[src/rtl/pc_fetch_ctrl_pkg.sv]
// pc_fetch_ctrl_pkg: shared state encoding and constants for the fetch sequencer.
package pc_fetch_ctrl_pkg;
    typedef enum logic [1:0] {BOOT, REQ, HOLD, FLUSH} state_t;
    localparam int INST_W = 32;
    localparam int PC_STEP = 4;
    localparam logic [31:0] DEF_RESET_PC = 32'h0000_0000;
    localparam logic [31:0] DEF_EXC_VECTOR = 32'h0000_0380;
endpackage

[src/rtl/pc_fetch_ctrl_pc_next_sel.sv]
// pc_fetch_ctrl_pc_next_sel: next-PC priority mux (exception > redirect > +4 > hold).
// Optional PC_ALIGN_CHK_EN keeps redirect low bits so the top can flag misalignment.
module pc_fetch_ctrl_pc_next_sel
    import pc_fetch_ctrl_pkg::*;
#(
    parameter int ADDR_W = 32,
    parameter logic [ADDR_W-1:0] EXC_VECTOR = ADDR_W'(DEF_EXC_VECTOR)
) (
    input  logic              exc_valid,
    input  logic              redirect_valid,
    input  logic [ADDR_W-1:0] redirect_pc,
    input  logic              advance,
    input  logic [ADDR_W-1:0] pc,
    output logic              redirect,
    output logic [ADDR_W-1:0] next_pc
);
    logic [ADDR_W-1:0] target;
`ifdef PC_ALIGN_CHK_EN
    assign target = exc_valid ? EXC_VECTOR : redirect_pc;
`else
    assign target = exc_valid ? EXC_VECTOR : redirect_pc & ~ADDR_W'(3);
`endif
    assign redirect = exc_valid || redirect_valid;
    assign next_pc = redirect ? target : advance ? pc + ADDR_W'(PC_STEP) : pc;
endmodule

[src/rtl/pc_fetch_ctrl.sv]
// pc_fetch_ctrl: PC register, imem req/ack sequencer and one-entry decode buffer.
// Optional PC_ALIGN_CHK_EN adds inst_misalign and halts fetch on misaligned targets.
module pc_fetch_ctrl
    import pc_fetch_ctrl_pkg::*;
#(
    parameter int ADDR_W = 32,
    parameter logic [ADDR_W-1:0] RESET_PC = ADDR_W'(DEF_RESET_PC),
    parameter logic [ADDR_W-1:0] EXC_VECTOR = ADDR_W'(DEF_EXC_VECTOR)
) (
    input  logic              clk,
    input  logic              rst,
    input  logic              stall_i,
    input  logic              redirect_valid,
    input  logic [ADDR_W-1:0] redirect_pc,
    input  logic              exc_valid,
    output logic              imem_req,
    output logic [ADDR_W-1:0] imem_addr,
    input  logic              imem_ack,
    input  logic [INST_W-1:0] imem_rdata,
    output logic              inst_ce,
    output logic              inst_valid,
    output logic [INST_W-1:0] inst,
    output logic [ADDR_W-1:0] inst_pc,
    output logic [ADDR_W-1:0] pc_q
`ifdef PC_ALIGN_CHK_EN
    ,
    output logic              inst_misalign
`endif
);
    state_t state;
    logic [ADDR_W-1:0] flush_addr, next_pc;
    logic redirect, can_issue, capture, to_flush, halted, bad;

    pc_fetch_ctrl_pc_next_sel #(.ADDR_W(ADDR_W), .EXC_VECTOR(EXC_VECTOR)) u_next (
        .exc_valid(exc_valid),
        .redirect_valid(redirect_valid),
        .redirect_pc(redirect_pc),
        .advance(capture),
        .pc(pc_q),
        .redirect(redirect),
        .next_pc(next_pc)
    );

    assign can_issue = !inst_valid || !stall_i;
    assign imem_req = (state == REQ && can_issue) || state == FLUSH;
    assign inst_ce = imem_req;
    assign imem_addr = state == FLUSH ? flush_addr : pc_q;
    assign capture = state == REQ && can_issue && imem_ack;
    // A request already on the bus cannot be withdrawn, so it is drained in FLUSH.
    assign to_flush = redirect && state == REQ && imem_req && !imem_ack;

`ifdef PC_ALIGN_CHK_EN
    // A misaligned target met while draining is reported once the old request completes.
    assign bad = next_pc[1:0] != 2'b00 &&
                 ((redirect && !to_flush && state != FLUSH) || (state == FLUSH && imem_ack));
    always_ff @(posedge clk) begin
        if (!rst) inst_misalign <= 1'b0;
        else if (bad) inst_misalign <= 1'b1;
        else if (redirect || capture || !stall_i) inst_misalign <= 1'b0;
    end
`else
    assign bad = 1'b0;
`endif

    always_ff @(posedge clk) begin
        if (!rst) begin
            state <= BOOT;
            pc_q <= RESET_PC;
            flush_addr <= RESET_PC;
            inst_valid <= 1'b0;
            inst <= '0;
            inst_pc <= '0;
            halted <= 1'b0;
        end else begin
            pc_q <= next_pc;
            halted <= bad || (halted && !redirect);
            if (to_flush) flush_addr <= pc_q;
            if (bad) begin
                inst_valid <= 1'b1;
                inst <= '0;
                inst_pc <= next_pc;
            end else if (redirect) begin
                inst_valid <= 1'b0;
            end else if (capture) begin
                inst_valid <= 1'b1;
                inst <= imem_rdata;
                inst_pc <= pc_q;
            end else if (!stall_i) begin
                inst_valid <= 1'b0;
            end
            state <= bad ? HOLD :
                     state == BOOT ? REQ :
                     state == REQ ? (to_flush ? FLUSH : (!redirect && !can_issue) ? HOLD : REQ) :
                     state == HOLD ? ((redirect || (!stall_i && !halted)) ? REQ : HOLD) :
                     (imem_ack ? REQ : FLUSH);
        end
    end
endmodule

[config.mk]
export PLATFORM = sky130hd
export DESIGN_NAME = pc_fetch_ctrl
export DESIGN_NICKNAME = d
export VERILOG_FILES = /design/src/rtl/pc_fetch_ctrl_pkg.sv /design/src/rtl/pc_fetch_ctrl_pc_next_sel.sv /design/src/rtl/pc_fetch_ctrl.sv
export SDC_FILE = /design/constraint.sdc
export NUM_CORES = 1
export LEC_CHECK = 0
export ABC_AREA = 1
export BUFFER_PORTS_ARGS = -buffer_cell sky130_fd_sc_hd__buf_4
export CORE_MARGIN = 2
export CORE_UTILIZATION = 54
export CTS_CLUSTER_SIZE = 25
export DETAILED_ROUTE_END_ITERATION = 16
export PLACE_DENSITY = 0.95
export SYNTH_ARGS = -nofsm -noshare
export SYNTH_HDL_FRONTEND = slang
export SYNTH_SLANG_ARGS = --single-unit
[constraint.sdc]
create_clock -name clk -period 2.2 [get_ports clk]
set_input_delay 0.44 -clock clk [delete_from_list [all_inputs] [get_ports clk]]
set_output_delay 0.44 -clock clk [all_outputs]
set_load 0.02 [all_outputs]
### After elaboration in Yosys (flattened, before gate mapping)

Cells that the tools add are included.

| storage, ports and cells | value |
|---|---|
| flip-flop bits (word level) | 132 |
| input port bits | 70 |
| output and inout port bits | 131 |
| logic and storage cells | 51 |

| cells by class | value |
|---|---|
| add/subtract/negate cells | 1 |
| equal/unequal tests | 4 |
| multiplexer cells | 13 |
| bitwise operators | 2 |
| reductions and logical operators | 23 |

Operator list:

| kind | count |
|---|---|
| $mux 32 | 4 |
| $add 32x3->32 const B | 1 |
| $mux 2 | 6 |
| $logic_and 1x1->1 | 8 |
| $logic_not 1->1 | 6 |
| $eq 2x2->1 const B | 2 |
| $logic_or 1x1->1 | 4 |
| $reduce_or 2->1 | 2 |
| $mux 1 | 3 |
| $eq 2x1->1 const B | 1 |
| $logic_not 2->1 | 1 |
| $ne 2x1->1 const B | 1 |
| $not 1->1 | 2 |
| $reduce_and 2->1 | 1 |
| $reduce_bool 2->1 | 1 |

### Longest topological paths before layout

| depth | value |
|---|---|
| depth in word-level cells | 9 |
| mapped depth | 9 |
| mapped depth without buffers | 9 |

### Hierarchy

Synthesis repeated with hierarchy kept, for this count alone.

| second synthesis, totals | value |
|---|---|
| cells, all modules | 1083 |
| area, all modules | 6651.4 µm² |

Modules (own cells, without submodules):

| module | times used | cells each | area each (µm²) | seq. area each (µm²) |
|---|---|---|---|---|
| pc_fetch_ctrl | 1 | 817 | 5387.7 | 2642.5 |
| pc_fetch_ctrl_pc_next_sel | 1 | 266 | 1263.7 | 0.0 |

### Least setup slack after synthesis

No wires, ideal clock.

| timing | value |
|---|---|
| path type | register to output |
| from | register state[0] |
| to | output port inst_ce |
| data arrival time | 1.499 ns |
| data required time | 1.760 ns |
| path slack | 0.261 ns |
| cell stages (with the launch flop) | 6 |
| buffers on the path | 3 |
| cell sequence | dfxtp_1 nand2_1 buf_2 clkbuf_1 o21ai_0 buf_4 |

| between the ends | value |
|---|---|
| word-level cells in the longest chain between the ends | 3 |
| elaborated cells between the ends (all ways) | 4 |
| those cells by class | eq/ne (2); reduce/logical (2) |

RTL lines:

| item | RTL line | RTL |
|---|---|---|
| from (decl) | pc_fetch_ctrl.sv:30 | `state_t state;` |
| from (signal assigned) | pc_fetch_ctrl.sv:91 | `state <= bad ? HOLD :` |
| $eq 2x1->1 | pc_fetch_ctrl.sv:45 | `assign imem_req = (state == REQ && can_issue) \|\| state == FLUSH;` |
| $logic_and 1x1->1 | pc_fetch_ctrl.sv:45 |  |
| $logic_or 1x1->1 (*) | pc_fetch_ctrl.sv:45 |  |
| to (decl) | pc_fetch_ctrl.sv:20 | `output logic inst_ce,` |

Every way passes the cells marked *; elsewhere a longest branch is shown, timed or not.

### Final worst setup path

| timing | value |
|---|---|
| from | register state[0] |
| to | output port imem_addr[30] |

| between the ends | value |
|---|---|
| word-level cells in the longest chain between the ends | 2 |

RTL lines:

| item | RTL line | RTL |
|---|---|---|
| $eq 2x2->1 | pc_fetch_ctrl.sv:47 | `assign imem_addr = state == FLUSH ? flush_addr : pc_q;` |
| $mux 32 | pc_fetch_ctrl.sv:47 |  |
| to (decl) | pc_fetch_ctrl.sv:17 | `output logic [ADDR_W-1:0] imem_addr,` |

Every way passes these cells.

==> results.ini <==
[status]
run_status=finished clean

[floorplanning]
ioPinCount=201
rows=37
coreArea_um2=10300
die_w_um=107
design.die.area_um2=11400
die_y_um=107
initial_core_util_pct=55.3

[sta]
max_slew_margin_pct=60.1
final_hold_viol_count=0
finalSetupViolCount=0
maxSlewViolCount=0
whs_ns=0.141
max_freq_ghz=0.468
fin_crit_ns=2.14
timing.final.crit_share_pct=97.1
finClkSkew_ns=0.00945
rsz0062_at_grt=false
timing.setup.tns_ns=0
tightest_slew_ns=0.597

[setup_path]
path_cells=nand2_4 -> buf_4 -> a21oi_1 -> buf_4
cpMostUsedCell=buf_4
critical_path_class=register to output pin
end_kind=output pin
crit_arrival_ns=1.70
slowest_stage=dfxtp_1
start_kind=register
r2r.worst_path.cells=7
critPathMaxFanout=8
required_ns=1.76
slowest_delay_ns=0.43

[final_layout]
nets=1040
fin_area_um2=7800
drive_gt1_share_pct=26.4
fillCellCount=766
syn_to_final_growth_pct=37.4
final_core_util_pct=75.9
num_antenna_cells=0

[clocking]
clk_path_buf_depth=2
cts_tree=built
cts_buffers=17
root_buffer=clkbuf_8
clkTransAtPathRegs_ns=0.06
htreeDepth=4
cts_num_sinks=126
cts_hold_buf=0
insertion_delay_ns=0.52

[synth]
post_synth.cell_area_avg_um2=7.13
netlist_area_um2=5680
synth_ff_type=dfxtp_1
synth_edf_count=0
synth_seq_cells=126
synth_cell_types=32
yosysSeqAreaShare_pct=44.4
ys.warnings.count=0
syn_inst=796
async_reset_ff_share_pct=0

[power]
swShare_pct=26.3
vdd_drop_max_mv=1.00
pwr-share-clk_pct=47.2
seqPwrFrac_pct=38.9
p_sw_mw=1.69
p_leak_nw=3.50
intPower_mw=4.74
combPwrFrac_pct=13.9
powerDensity_nw_per_um2=824

[worst_hold_path]
min_path_type=input pin to register
whs_path_depth=3

[global_route]
grt_max_degree=64
antenna_found_initial=0
grt_pass1_wl_um=28800
grt_pass1_vias=6003
grt_overflow_total=0
grt_usage_pct=32.2

[detailed_routing]
via_count=6344
drtIter0Drc=429
wl_per_cell_um=16.6
wl_um=18500
vias_per_cell=5.68
firstDrtPassIters=5
drcViolationCount=0
ant_nets=0

[placement]
port_buffers=192
dpl.hpwl_um=12200
placed_area_um2=7130
gp_congestion=0.934

[job]
drv_cap=0

-- cells in the final DEF, fill, tap and decap left out, drive strengths merged --
| cell type | count |
|---|---|
| ha | 1 |
| a22oi | 1 |
| inv | 45 |
| clkinv | 6 |
| nand3 | 34 |
| o21ai | 135 |
| mux2 | 2 |
| bufinv | 5 |
| o22ai | 1 |
| buf | 204 |
| clkbuf | 18 |
| and2 | 3 |
| nand3b | 1 |
| conb | 6 |
| nor2 | 146 |
| a31oi | 3 |
| xor2 | 2 |
| a21oi | 142 |
| nor3b | 1 |
| dfxtp | 126 |
| nor3 | 1 |
| a211oi | 1 |
| o211ai | 3 |
| clkinvlp | 1 |
| nand2 | 93 |
-- path summary, 6_finish.rpt --
kind | startpoint | endpoint | slack, ns
hold reg to reg | halted$_SDFF_PN0_ | halted$_SDFF_PN0_ | 0.45
hold / removal | imem_rdata[30] | inst[30]$_SDFFE_PN0P_ | 0.14
setup reg to reg | state[0]$_SDFF_PN0_ | inst[1]$_SDFFE_PN0P_ | 0.26
setup / recovery | state[0]$_SDFF_PN0_ | imem_addr[30] | 0.06
-- cells by family after synthesis --
logic type      share of synthesized area [%]
mux                                     0.397
flops                                    44.4
fa+ha+maj                               0.220
buf+inv                                  8.11
simple gates                             21.0
xor+xnor                                0.308
other cells                            0.0660
compound gates                           25.5
-- repair_timing --
item,CTS,global route
resized for setup,1,0
buffers inserted,3,0
endpoints found under the setup margin,23,0
hold endpoints to repair,0,0
-- cells in the mapped netlist (4+ instances only) --
library cell | number | area (um^2)
nor2_4 | 7 | 78.8
nand2_1 | 86 | 323
nor2_1 | 135 | 507
o21ai_0 | 103 | 515
buf_2 | 14 | 70.1
o21ai_1 | 32 | 160
dfxtp_1 | 126 | 2520
inv_1 | 40 | 150
clkbuf_1 | 23 | 86.3
a21oi_1 | 142 | 711
nor2_2 | 4 | 25.0
buf_4 | 11 | 82.6
buf_6 | 4 | 45.0
nand3_1 | 34 | 170
nand2_2 | 6 | 37.5
-- area by class of cell --
class / count / area, um^2 / share of cell area [%]
clock buffers: 18 / 428 / 5.49
clock inverters: 13 / 211 / 2.71
inverters: 44 / 165 / 2.12
multi-input cells: 576 / 2720 / 34.9
flip-flops and latches: 126 / 2520 / 32.3
well taps: 136 / 170 / 2.18
repair buffers: 204 / 1580 / 20.3
-- state kept, by name, indices dropped and copies added (netlist names) --
| register | count |
|---|---|
| inst | 32 |
| inst_pc | 30 |
| state | 2 |
| flush_addr | 30 |
| halted | 1 |
| pc_q | 30 |
| inst_valid | 1 |
-- power groups by stage --
stage                     Combinational [mW]  Sequential (mW)  Clock (mW)
after global placement                 0.855             2.54           0
after detailed placement               0.876             2.54           0
final                                  0.897             2.50        3.03
after global routing                   0.961             2.51        3.16
after floorplan                        0.407             2.61           0
after CTS                              0.890             2.50        3.04
-- stage by stage --
| stage | instances | power, mW | setup slack [ns] |
|---|---|---|---|
| 5_1_grt | 1117 | 6.63 | 0.0285 |
| 3_3_place_gp | 1083 | 3.39 | 0.267 |
| 3_5_place_dp | 1083 | 3.42 | 0.162 |
| 2_1_floorplan | 801 | 3.02 | 0.261 |
| 4_1_cts | 1117 | 6.43 | 0.0932 |
| 6_report | 1117 | 6.43 | 0.0628 |
-- per-layer routing --
layer | part of all wire, % | vias up | global-route usage [%]
li1 | - | 3002 | -
met1 | 38 | 2930 | 36.6
met2 | 50 | 355 | 56.0
met3 | 9.2 | 57 | 9.50
met4 | 3.4 | 0 | 13.9
met5 | 0 | - | 0
-- worst max-delay path: cells and delay by family, from the launching register on --
kind	cells	cell delay [ns]
buffers and inverters	2	0.38
flip-flops	1	0.43
AND/OR/NAND/NOR	1	0.10
AO/OA/AOI/OAI	1	0.26
Note: power is estimated with default switching activity, not from simulation.
